### config.mk
export PLATFORM = sky130hd
export DESIGN_NAME = seq_detector_param_flat
export DESIGN_NICKNAME = d
export VERILOG_FILES = /design/src/rtl/seq_detector_param_pkg.sv /design/src/rtl/seq_detector_param_if.sv /design/src/rtl/seq_detector_param_hex_to_7seg.sv /design/src/rtl/seq_detector_param.sv /design/src/flat_wrapper.sv
export SDC_FILE = /design/constraint.sdc
export NUM_CORES = 1
export LEC_CHECK = 0
export CAP_MARGIN = 40
export CORE_UTILIZATION = 63
export CTS_CLUSTER_SIZE = 10
export DETAILED_ROUTE_END_ITERATION = 10
export DONT_BUFFER_PORTS = 1
export PLACE_DENSITY = 0.79
export SETUP_SLACK_MARGIN = 0.15
export SYNTH_ARGS = -nofsm -noshare
export SYNTH_HDL_FRONTEND = slang
export SYNTH_SLANG_ARGS = --single-unit
### constraint.sdc
create_clock -name clk -period 4.6 [get_ports clk]
set_input_delay 0.46 -clock clk [delete_from_list [all_inputs] [get_ports clk]]
set_output_delay 0.46 -clock clk [all_outputs]
set_load 0.02 [all_outputs]
### src/rtl/seq_detector_param_pkg.sv
// Shared definitions for the programmable sequence detector: segment layout and hex glyphs.
package seq_detector_param_pkg;

  localparam int         SEG_DP  = 7;
  localparam logic [7:0] SEG_RST = 8'h3F;

  // Standard active-high glyphs, bit order {g,f,e,d,c,b,a}
  function automatic logic [6:0] hex_glyph(input logic [3:0] v);
    logic [6:0] g;
    case (v)
      4'h0: g = 7'h3F;  4'h1: g = 7'h06;  4'h2: g = 7'h5B;  4'h3: g = 7'h4F;
      4'h4: g = 7'h66;  4'h5: g = 7'h6D;  4'h6: g = 7'h7D;  4'h7: g = 7'h07;
      4'h8: g = 7'h7F;  4'h9: g = 7'h6F;  4'hA: g = 7'h77;  4'hB: g = 7'h7C;
      4'hC: g = 7'h39;  4'hD: g = 7'h5E;  4'hE: g = 7'h79;  default: g = 7'h71;
    endcase
    return g;
  endfunction

endpackage

### src/rtl/seq_detector_param_if.sv
// Bit-stream, configuration and result signals of the sequence detector.
interface seq_detector_param_if #(
  parameter int MAX_LEN = 8,
  parameter int CNT_W   = 4
);
  localparam int LEN_W = $clog2(MAX_LEN + 1);

  logic               ena;
  logic               bit_in;
  logic               bit_valid;
  logic               overlap;
  logic               cfg_we;
  logic [MAX_LEN-1:0] cfg_pat;
  logic [LEN_W-1:0]   cfg_len;
  logic               cnt_clr;
  logic               match;
  logic [CNT_W-1:0]   match_cnt;
  logic [7:0]         seg;

  modport master (output ena, bit_in, bit_valid, overlap, cfg_we, cfg_pat, cfg_len, cnt_clr,
                  input  match, match_cnt, seg);
  modport slave  (input  ena, bit_in, bit_valid, overlap, cfg_we, cfg_pat, cfg_len, cnt_clr,
                  output match, match_cnt, seg);
endinterface

### src/rtl/seq_detector_param_hex_to_7seg.sv
// Combinational 4-bit to 7-segment glyph decoder.
module hex_to_7seg
  import seq_detector_param_pkg::*;
(
  input  logic [3:0] val_i,
  output logic [6:0] seg_o
);
  assign seg_o = hex_glyph(val_i);
endmodule

### src/rtl/seq_detector_param.sv
// Run-time programmable serial pattern detector with saturating match counter and 7-seg display.
module seq_detector_param
  import seq_detector_param_pkg::*;
#(
  parameter int                 MAX_LEN = 8,
  parameter int                 CNT_W   = 4,
  parameter logic [MAX_LEN-1:0] RST_PAT = MAX_LEN'(3),
  parameter int                 RST_LEN = 3
) (
  input  logic                clk,
  input  logic                rst_n,
  seq_detector_param_if.slave bus
);
  localparam int LEN_W = $clog2(MAX_LEN + 1);

  logic [MAX_LEN-1:0] pat_q, pat_d, hist_q, hist_d, hist_nxt, mask;
  logic [LEN_W-1:0]   len_q, len_d, fill_q, fill_d;
  logic [LEN_W:0]     fill_p1;
  logic [CNT_W-1:0]   cnt_q, cnt_d;
  logic               match_q, match_d;
  logic [7:0]         seg_q, seg_d;
  logic [6:0]         glyph;
  logic               accept, cfg_ok, hit;

  assign accept   = bus.ena & bus.bit_valid & ~bus.cfg_we;
  assign cfg_ok   = bus.ena & bus.cfg_we & (bus.cfg_len != '0) & (bus.cfg_len <= LEN_W'(MAX_LEN));
  assign hist_nxt = {hist_q[MAX_LEN-2:0], bus.bit_in};
  assign fill_p1  = {1'b0, fill_q} + (LEN_W+1)'(1);

  always_comb begin
    mask = '0;
    for (int i = 0; i < MAX_LEN; i++) mask[i] = (i < int'(len_q));
  end

  // fill tracks how many bits of hist are eligible; it gates matches after clears
  assign hit = accept & (fill_p1 >= {1'b0, len_q}) & (((hist_nxt ^ pat_q) & mask) == '0);

  always_comb begin
    pat_d  = pat_q;
    len_d  = len_q;
    hist_d = hist_q;
    fill_d = fill_q;
    cnt_d  = cnt_q;
    if (cfg_ok) begin
      pat_d  = bus.cfg_pat;
      len_d  = bus.cfg_len;
      hist_d = '0;
      fill_d = '0;
    end else if (accept) begin
      hist_d = hist_nxt;
      fill_d = (fill_q == LEN_W'(MAX_LEN)) ? fill_q : fill_q + LEN_W'(1);
      if (hit && !bus.overlap) fill_d = '0;
    end
    if (bus.cnt_clr)               cnt_d = '0;
    else if (hit && cnt_q != '1)   cnt_d = cnt_q + CNT_W'(1);
    match_d = hit;
    seg_d   = {hit, glyph};
  end

  // Display follows the counter value being written this edge
  hex_to_7seg u_hex (.val_i(cnt_d[3:0]), .seg_o(glyph));

  always_ff @(posedge clk or negedge rst_n) begin
    if (!rst_n) begin
      pat_q   <= RST_PAT;
      len_q   <= LEN_W'(RST_LEN);
      hist_q  <= '0;
      fill_q  <= '0;
      cnt_q   <= '0;
      match_q <= 1'b0;
      seg_q   <= SEG_RST;
    end else if (bus.ena) begin
      pat_q   <= pat_d;
      len_q   <= len_d;
      hist_q  <= hist_d;
      fill_q  <= fill_d;
      cnt_q   <= cnt_d;
      match_q <= match_d;
      seg_q   <= seg_d;
    end
  end

  assign bus.match     = match_q;
  assign bus.match_cnt = cnt_q;
  assign bus.seg       = seg_q;

endmodule

### src/flat_wrapper.sv
// flat-port wrapper written by rule: the top's interface ports become plain ports
module seq_detector_param_flat import seq_detector_param_pkg::*;
#(
  parameter int                 MAX_LEN = 8,
  parameter int                 CNT_W   = 4,
  parameter logic [MAX_LEN-1:0] RST_PAT = MAX_LEN'(3),
  parameter int                 RST_LEN = 3
)
  (clk, rst_n, bus_ena, bus_bit_in, bus_bit_valid, bus_overlap, bus_cfg_we, bus_cfg_pat, bus_cfg_len, bus_cnt_clr, bus_match, bus_match_cnt, bus_seg);
  seq_detector_param_if #(.MAX_LEN(MAX_LEN), .CNT_W(CNT_W)) bus_i ();
  input  logic clk;
  input  logic rst_n;
  input wire logic [$bits(bus_i.ena)-1:0] bus_ena;
  input wire logic [$bits(bus_i.bit_in)-1:0] bus_bit_in;
  input wire logic [$bits(bus_i.bit_valid)-1:0] bus_bit_valid;
  input wire logic [$bits(bus_i.overlap)-1:0] bus_overlap;
  input wire logic [$bits(bus_i.cfg_we)-1:0] bus_cfg_we;
  input wire logic [$bits(bus_i.cfg_pat)-1:0] bus_cfg_pat;
  input wire logic [$bits(bus_i.cfg_len)-1:0] bus_cfg_len;
  input wire logic [$bits(bus_i.cnt_clr)-1:0] bus_cnt_clr;
  output wire logic [$bits(bus_i.match)-1:0] bus_match;
  output wire logic [$bits(bus_i.match_cnt)-1:0] bus_match_cnt;
  output wire logic [$bits(bus_i.seg)-1:0] bus_seg;
  assign bus_i.ena = bus_ena;
  assign bus_i.bit_in = bus_bit_in;
  assign bus_i.bit_valid = bus_bit_valid;
  assign bus_i.overlap = bus_overlap;
  assign bus_i.cfg_we = bus_cfg_we;
  assign bus_i.cfg_pat = bus_cfg_pat;
  assign bus_i.cfg_len = bus_cfg_len;
  assign bus_i.cnt_clr = bus_cnt_clr;
  assign bus_match = bus_i.match;
  assign bus_match_cnt = bus_i.match_cnt;
  assign bus_seg = bus_i.seg;
  seq_detector_param #(.MAX_LEN(MAX_LEN), .CNT_W(CNT_W), .RST_PAT(RST_PAT), .RST_LEN(RST_LEN)) u_core (.clk(clk), .rst_n(rst_n), .bus(bus_i));
endmodule
; Word-level counts from Yosys, hierarchy flattened
; Memories as Yosys holds them, arrays and structs flattened. A register that Yosys moved wholly into a read port is not among the register bits.
; Cells that the tools add are included.
; Widths: inputs -> output; s select.
[classes]
multipliers = 0
n_shift = 0
magnitude_cmp = 10
n_eq_ne = 3
n_bitwise = 10
n_div = 0
add_sub_neg = 3
n_reduce_logical = 10
n_mux = 8
[op_table]
columns = op, n
row1 = $mux 4, 6
row2 = $lt 3x4->1 const A, 4
row3 = $mux 7, 2
row4 = $add 4x1->4 const B, 2
row5 = $and 8x8->8, 1
row6 = $logic_not 8->1, 1
row7 = $lt 1x4->1 const A, 2
row8 = $lt 2x4->1 const A, 2
row9 = $xor 8x8->8, 1
row10 = $and 1x1->1, 7
row11 = $add 4x1->5 const B, 1
row12 = $ge 5x4->1, 1
row13 = $eq 4x4->1 const B, 1
row14 = $le 4x4->1 const B, 1
row15 = $ne 4x4->1 const B, 1
row16 = $reduce_and 2->1, 2
row17 = $reduce_bool 4->1, 1
row18 = $ne 3x2->1 const B, 1
row19 = $reduce_and 3->1, 1
row20 = $logic_and 1x1->1, 2
row21 = $logic_not 1->1, 2
row22 = $reduce_bool 2->1, 1
row23 = $not 1->1, 1
[totals]
out_inout_bits = 13
n_memories = 1
mem_bits_ro = 112
reg_bits = 36
latch_bits = 0
ramBits = 0
in_bits = 20
[memory_table]
columns = memory, depth, word_bits, read_ports, rd_ports_with_merged_regs, wr, line_no
row1 = (name not given), 16, 7, 1, 1, 0, seq_detector_param_pkg.sv:10  ; case (v)

; Logic depth before layout (Yosys ltp)
[logic_depth]
ltp_word = 8
mapped_depth = 14
depth_no_buf = 13

; Hierarchy
; From an unflattened synthesis, not the netlist that was laid out.
[hier_totals]
hier_cells = 216
area_unflattened_um2 = 2158.3
[modules_own_cells]
columns = module, n_inst, area_per_inst_um2, cells_each
row1 = seq_detector_param, 1, 1870.5, 183
row2 = hex_to_7seg, 1, 287.8, 33

; Least setup slack after synthesis
; Ideal clock, no wire load.
[synth_path]
path_type = input -> register
start = input port bus_ena
end = register u_core.seg_q[5], in the netlist u_core.bus.seg[5]
arrival_ns = 3.383
slack_ns = 1.137
setup_time_ns = 0.080
n_path_buf = 3
cell_stages = 13
cell_sequence = buf_4 nand2_2 or2_1 buf_2 or4_1 buf_4 or4_4 xor2_1 nor2_1 inv_1 ha_1 or4_1 o221a_2
[synth_via]
elab_chain_len = 7
[synth_rtl]
columns = item, line_no
row1 = "start, declared", flat_wrapper.sv:13  ; input wire logic [$bits(bus_i.ena)-1:0] bus_ena;
row2 = $and 1x1->1 (2 in a row), seq_detector_param.sv:25  ; assign accept = bus.ena & bus.bit_valid & ~bus.cfg_we;
row3 = $and 1x1->1 (2 in a row), seq_detector_param.sv:36  ; assign hit = accept & (fill_p1 >= {1'b0, len_q}) & (((hist_nxt ^ pat_q) & mask) == '0);
row4 = $logic_and 1x1->1, seq_detector_param.sv:55  ; else if (hit && cnt_q != '1) cnt_d = cnt_q + CNT_W'(1);
row5 = $mux 4, seq_detector_param.sv:55
row6 = $mux 4, seq_detector_param.sv:54  ; if (bus.cnt_clr) cnt_d = '0;
row7 = named net u_core.cnt_d[0], seq_detector_param.sv:19  ; logic [CNT_W-1:0] cnt_q, cnt_d;
row8 = "end, declared", seq_detector_param.sv:21  ; logic [7:0] seg_q, seg_d;
; The timed path passes the listed nets, and every way through them passes these cells.
; A chain may end at the register's enable or synchronous reset.

; Final worst setup path
[layout_path]
start = register u_core.fill_q[0]
end = register u_core.seg_q[5], in the netlist u_core.bus.seg[5]
[layout_via]
elab_chain_len = 7
[layout_rtl]
columns = item, line_no
row1 = "start, declared", seq_detector_param.sv:17  ; logic [LEN_W-1:0] len_q, len_d, fill_q, fill_d;
row2 = "start signal, assigned", seq_detector_param.sv:76  ; fill_q <= fill_d;
row3 = $add 4x1->5, seq_detector_param.sv:28  ; assign fill_p1 = {1'b0, fill_q} + (LEN_W+1)'(1);
row4 = $ge 5x4->1, seq_detector_param.sv:36
row5 = $and 1x1->1 (2 in a row), seq_detector_param.sv:36
row6 = $logic_and 1x1->1, seq_detector_param.sv:55
row7 = $mux 4, seq_detector_param.sv:55
row8 = $mux 4, seq_detector_param.sv:54
row9 = named net u_core.cnt_d[0], seq_detector_param.sv:19
; The timed path passes the listed nets, and every way through them passes these cells.

==> implementation parameters <==
Parameter                              Value

Outcome
  Run status ... finished, final reports clean

Clocking
  Clock transition at path regs ... ~0.10 ns
  Clock Latency Late Sink ... 0.34 ns
  Clock Root Buffer ... sky130_fd_sc_hd__clkbuf_4
  Clock tree from TritonCTS ... done
  Maximum buffer depth of the clock tree ... 2
  TritonCTS sink count ... 35
  Post-CTS Setup Bufs ... 0
  Number of buffers created by CTS ... 5
  Number of H-tree levels ... 2

Timing
  Setup slack after layout ... just under 1 ns
  Part of the cycle the worst path needs ... about four fifths
  Max Freq ... 277 MHz
  Setup repair after global routing missed its margin ... no
  Maximum clock skew at final layout ... 0.00991 ns
  Pins over their slew limit ... 0
  Number of endpoints failing setup at the final stage ... 0
  Final-report hold violation count ... 0
  Headroom to the max-slew limit ... about 54%
  Pin slew with the least headroom to its limit ... 0.685 ns
  Crit path time final ... roughly 3.6 ns
  Fin Setup TNS ... 0 ns

Logic synthesis
  Number of enable-type register cells in the synthesized netlist ... 0
  Register area share after synthesis ... between 40 and 50%
  Synth warnings ... 0
  Per-instance average area after synthesis ... 9.79 µm²
  Top_reg_cell synth ... sky130_fd_sc_hd__dfrtp_1
  Cell taking the most area after synthesis ... sky130_fd_sc_hd__dfrtp_1
  Synth Net Count ... approximately 260
  Summed instance area of the synthesized netlist ... roughly 2200 µm²
  Post-synthesis cell type count ... 53
  Biggest area contributors in the synthesized netlist ... sky130_fd_sc_hd__dfrtp_1 29%, sky130_fd_sc_hd__dfstp_2 12%, sky130_fd_sc_hd__ha_1 8.0%, sky130_fd_sc_hd__mux2_2 6.7%, sky130_fd_sc_hd__nand2_1 4.6%
  Proportion of synthesized flip-flops having asynchronous set or reset ... 100%
  Post-synthesis sequential element count ... 35
  Area share of the largest cell type after synthesis ... approximately 29%
  Cells after Synth ... 224

Worst hold path
  Hold crit path type ... in2reg

Pwr
  IR drop worst, VDD ... 0.251 mV
  Leakage power summed over all cells ... ~0.97 nW
  Overall power consumption ... just over 700 µW
  Power density over the cells ... 314 nW/µm²

Drt
  Routed vias ... 1651
  DR vias/cell ... between 6 and 7
  First-iteration detailed-routing DRC count ... between 100 and 150
  Number of search-and-repair iterations in the first detailed-routing pass ... 4
  Wl on met1 ... 1950 µm
  DR top layer ... met4
  Final antenna-violating net count ... 0
  Aggregate routed wire length ... 4270 µm
  Routed length per instance ... between 15 and 20 µm
  Length of routed met3 wiring ... roughly 220 µm
  Detailed-routed wire length on met2 ... 2000 µm
  Drc violations ... 0

GRT
  Maximum number of pins on one net before global-route repair ... 36
  Antenna violations before repair ... 0
  Total gr overflow ... 0
  Via count of the first global-routing pass ... around 1600
  Global-route usage over all layers ... around a quarter
  First-pass GRT wire length ... between 7000 and 8000 µm

Critical path
  Reg2Reg Setup Slack ... approximately 0.99 ns
  Critical Path Fanout Max ... 9
  Arr. time, crit path ... 3.88 ns
  Worst setup path category ... reg2reg
  Required time of the worst setup path ... approximately 4.9 ns
  Critical path origin ... u_core.fill_q[0]
  FF-to-FF End ... u_core.bus.seg[5]
  Worst reg-to-reg path cell count ... 12
  CP Capture Type ... register
  Endpoint of the worst setup timing path ... u_core.bus.seg[5]
  Setup crit start kind ... register
  Startpoint of the worst-slack reg-to-reg timing path ... u_core.fill_q[0]

Floorplan
  Cell row count ... 21
  Number of top-level design ports ... 33
  Floorplan die area ... 3720 µm²
  Starting utilization of the core area ... between 60% and 70%
  Chip Width ... 61.0 µm
  Height of the die ... ~60 µm
  Std-Cell Core Area ... about 3300 µm²

Layout
  ANT cells ... 0
  Synthesis-to-finish area growth ... 5.08%
  Fraction of layout instances using a drive strength above 1 ... approximately 17%
  Total number of nets in the final design ... between 200 and 300

Placement
  Detail Placement HPWL ... between 3000 and 4000 µm
  Port Buffers ... 0
  Placer Congestion ... between 0.8 and 0.9
  Post-Place Worst Slack ... between 1 and 1.5 ns

Run
  Count of max-cap constraint violations ... 0
worst max-delay path, cell delays in order, from the launching register on:
cell and delay, ns:
sky130_fd_sc_hd__dfrtp_1 0.45, sky130_fd_sc_hd__ha_1 0.28, sky130_fd_sc_hd__xor2_1 0.17, sky130_fd_sc_hd__ha_1 0.27
sky130_fd_sc_hd__o21ai_0 0.06, sky130_fd_sc_hd__o21a_1 0.28, sky130_fd_sc_hd__or4_4 0.61, sky130_fd_sc_hd__xor2_1 0.16
sky130_fd_sc_hd__nor2_1 0.27, sky130_fd_sc_hd__inv_1 0.15, sky130_fd_sc_hd__ha_1 0.20, sky130_fd_sc_hd__or4_1 0.50
sky130_fd_sc_hd__o221a_2 0.13
worst min path at each step:
stage / startpoint / endpoint / cells past startpoint
floorplan: rst_n / u_core.bus.match / 0
global placement: rst_n / u_core.fill_q[3] / 0
detailed placement: rst_n / u_core.fill_q[3] / 0
CTS: bus_ena / u_core.bus.match_cnt[3] / 1
global route: bus_ena / u_core.bus.match_cnt[2] / 1
finish: bus_cfg_len[1] / u_core.len_q[1] / 2
flip-flops by register name (all words and copies together) (netlist names):
register,count
u_core.bus.match,1
u_core.len_q,4
u_core.bus.seg,7
u_core.hist_q,7
u_core.bus.match_cnt,4
u_core.pat_q,8
u_core.fill_q,4
cells in the final DEF (no fill, tap or decap), types with 3 or more instances in the layout:
cell,count
sky130_fd_sc_hd__inv_1,16
sky130_fd_sc_hd__mux2i_1,4
sky130_fd_sc_hd__mux2_2,13
sky130_fd_sc_hd__nor2_1,11
sky130_fd_sc_hd__nor3_1,5
sky130_fd_sc_hd__a21oi_1,11
sky130_fd_sc_hd__nand2_1,27
sky130_fd_sc_hd__xor2_1,5
sky130_fd_sc_hd__a31oi_1,3
sky130_fd_sc_hd__dfrtp_1,25
sky130_fd_sc_hd__a211oi_1,4
sky130_fd_sc_hd__clkbuf_4,5
sky130_fd_sc_hd__xnor2_1,8
sky130_fd_sc_hd__or4_1,3
sky130_fd_sc_hd__ha_1,14
sky130_fd_sc_hd__dfstp_2,10
sky130_fd_sc_hd__nand3_1,3
sky130_fd_sc_hd__o21ai_0,12
layer usage:
metal | up-vias | GRT usage [%]
met3 | 13 | 7.25
met2 | 46 | 41.3
met1 | 788 | 35.2
met4 | 0 | 11.4
met5 | - | 0
li1 | 804 | -
final cells by class:
cell class / count / area, µm²
clock inverter: 1 / 5.00
tap: 46 / 57.6
fill: 272 / 1030
clock buffer: 7 / 55.1
sequential: 35 / 888
timing repair buffer: 3 / 45.0
inverter: 16 / 60.1
multi-input combinational: 163 / 1190
repair_timing:
action,4_1_cts,5_1_grt
gates resized for setup,0,0
hold buffers,2,0
setup endpoints to repair,0,0
endpoints found under the hold margin,35,0
cells by family (layout without fill, tap and decap cells):
kind of cell	count (synthesis)	after routing	synth area share [%]
AO/OA/AOI/OAI	53	53	16.8
flip-flops	35	35	40.5
buffers and inverters	26	27	5.08
AND/OR/NAND/NOR	64	64	14.4
XOR/XNOR	13	13	5.19
multiplexers	19	19	10.0
adder cells (fa/ha/maj)	14	14	7.99
through the flow:
| stage | std cells | cell area, µm² | hold slack, ns | util (%) |
|---|---|---|---|---|
| after CTS | 271 | 2300 | 0.201 | 69.0 |
| after global routing | 271 | 2300 | 0.199 | 69.0 |
| after global placement | 260 | 2200 | 0.165 | 65.9 |
| final | 271 | 2300 | 0.216 | 69.0 |
| after floorplan | 224 | 2190 | 0.164 | - |
| after detailed placement | 261 | 2210 | 0.165 | 66.3 |
power by group:
group	total [mW]	switching, mW	internal, mW	leakage (nW)
registers	0.393	0.0415	0.352	0.433
logic	0.158	0.0860	0.0724	0.498
clock network	0.173	0.0987	0.0740	0.0353
synthesized netlist by cell type, types with 2 or more instances:
cell type and number:
sky130_fd_sc_hd__nor2_1 11, sky130_fd_sc_hd__and3_1 2, sky130_fd_sc_hd__mux2_2 13, sky130_fd_sc_hd__nand3_1 3
sky130_fd_sc_hd__a21oi_1 11, sky130_fd_sc_hd__nand3b_1 2, sky130_fd_sc_hd__a31oi_1 3, sky130_fd_sc_hd__nor2b_1 2
sky130_fd_sc_hd__a211oi_1 4, sky130_fd_sc_hd__clkbuf_1 3, sky130_fd_sc_hd__dfrtp_1 25, sky130_fd_sc_hd__o21ai_0 12
sky130_fd_sc_hd__nor4_1 2, sky130_fd_sc_hd__xor2_1 5, sky130_fd_sc_hd__o31a_1 2, sky130_fd_sc_hd__a22oi_1 2
sky130_fd_sc_hd__mux2i_1 4, sky130_fd_sc_hd__buf_2 2, sky130_fd_sc_hd__buf_4 3, sky130_fd_sc_hd__buf_1 2
sky130_fd_sc_hd__a22o_1 2, sky130_fd_sc_hd__or4_1 3, sky130_fd_sc_hd__dfstp_2 10, sky130_fd_sc_hd__inv_1 16
sky130_fd_sc_hd__nor3_1 5, sky130_fd_sc_hd__xnor2_1 8, sky130_fd_sc_hd__ha_1 14, sky130_fd_sc_hd__o2111ai_1 2
sky130_fd_sc_hd__nand2_1 27
No activity file was read; power rests on OpenSTA's default activity.
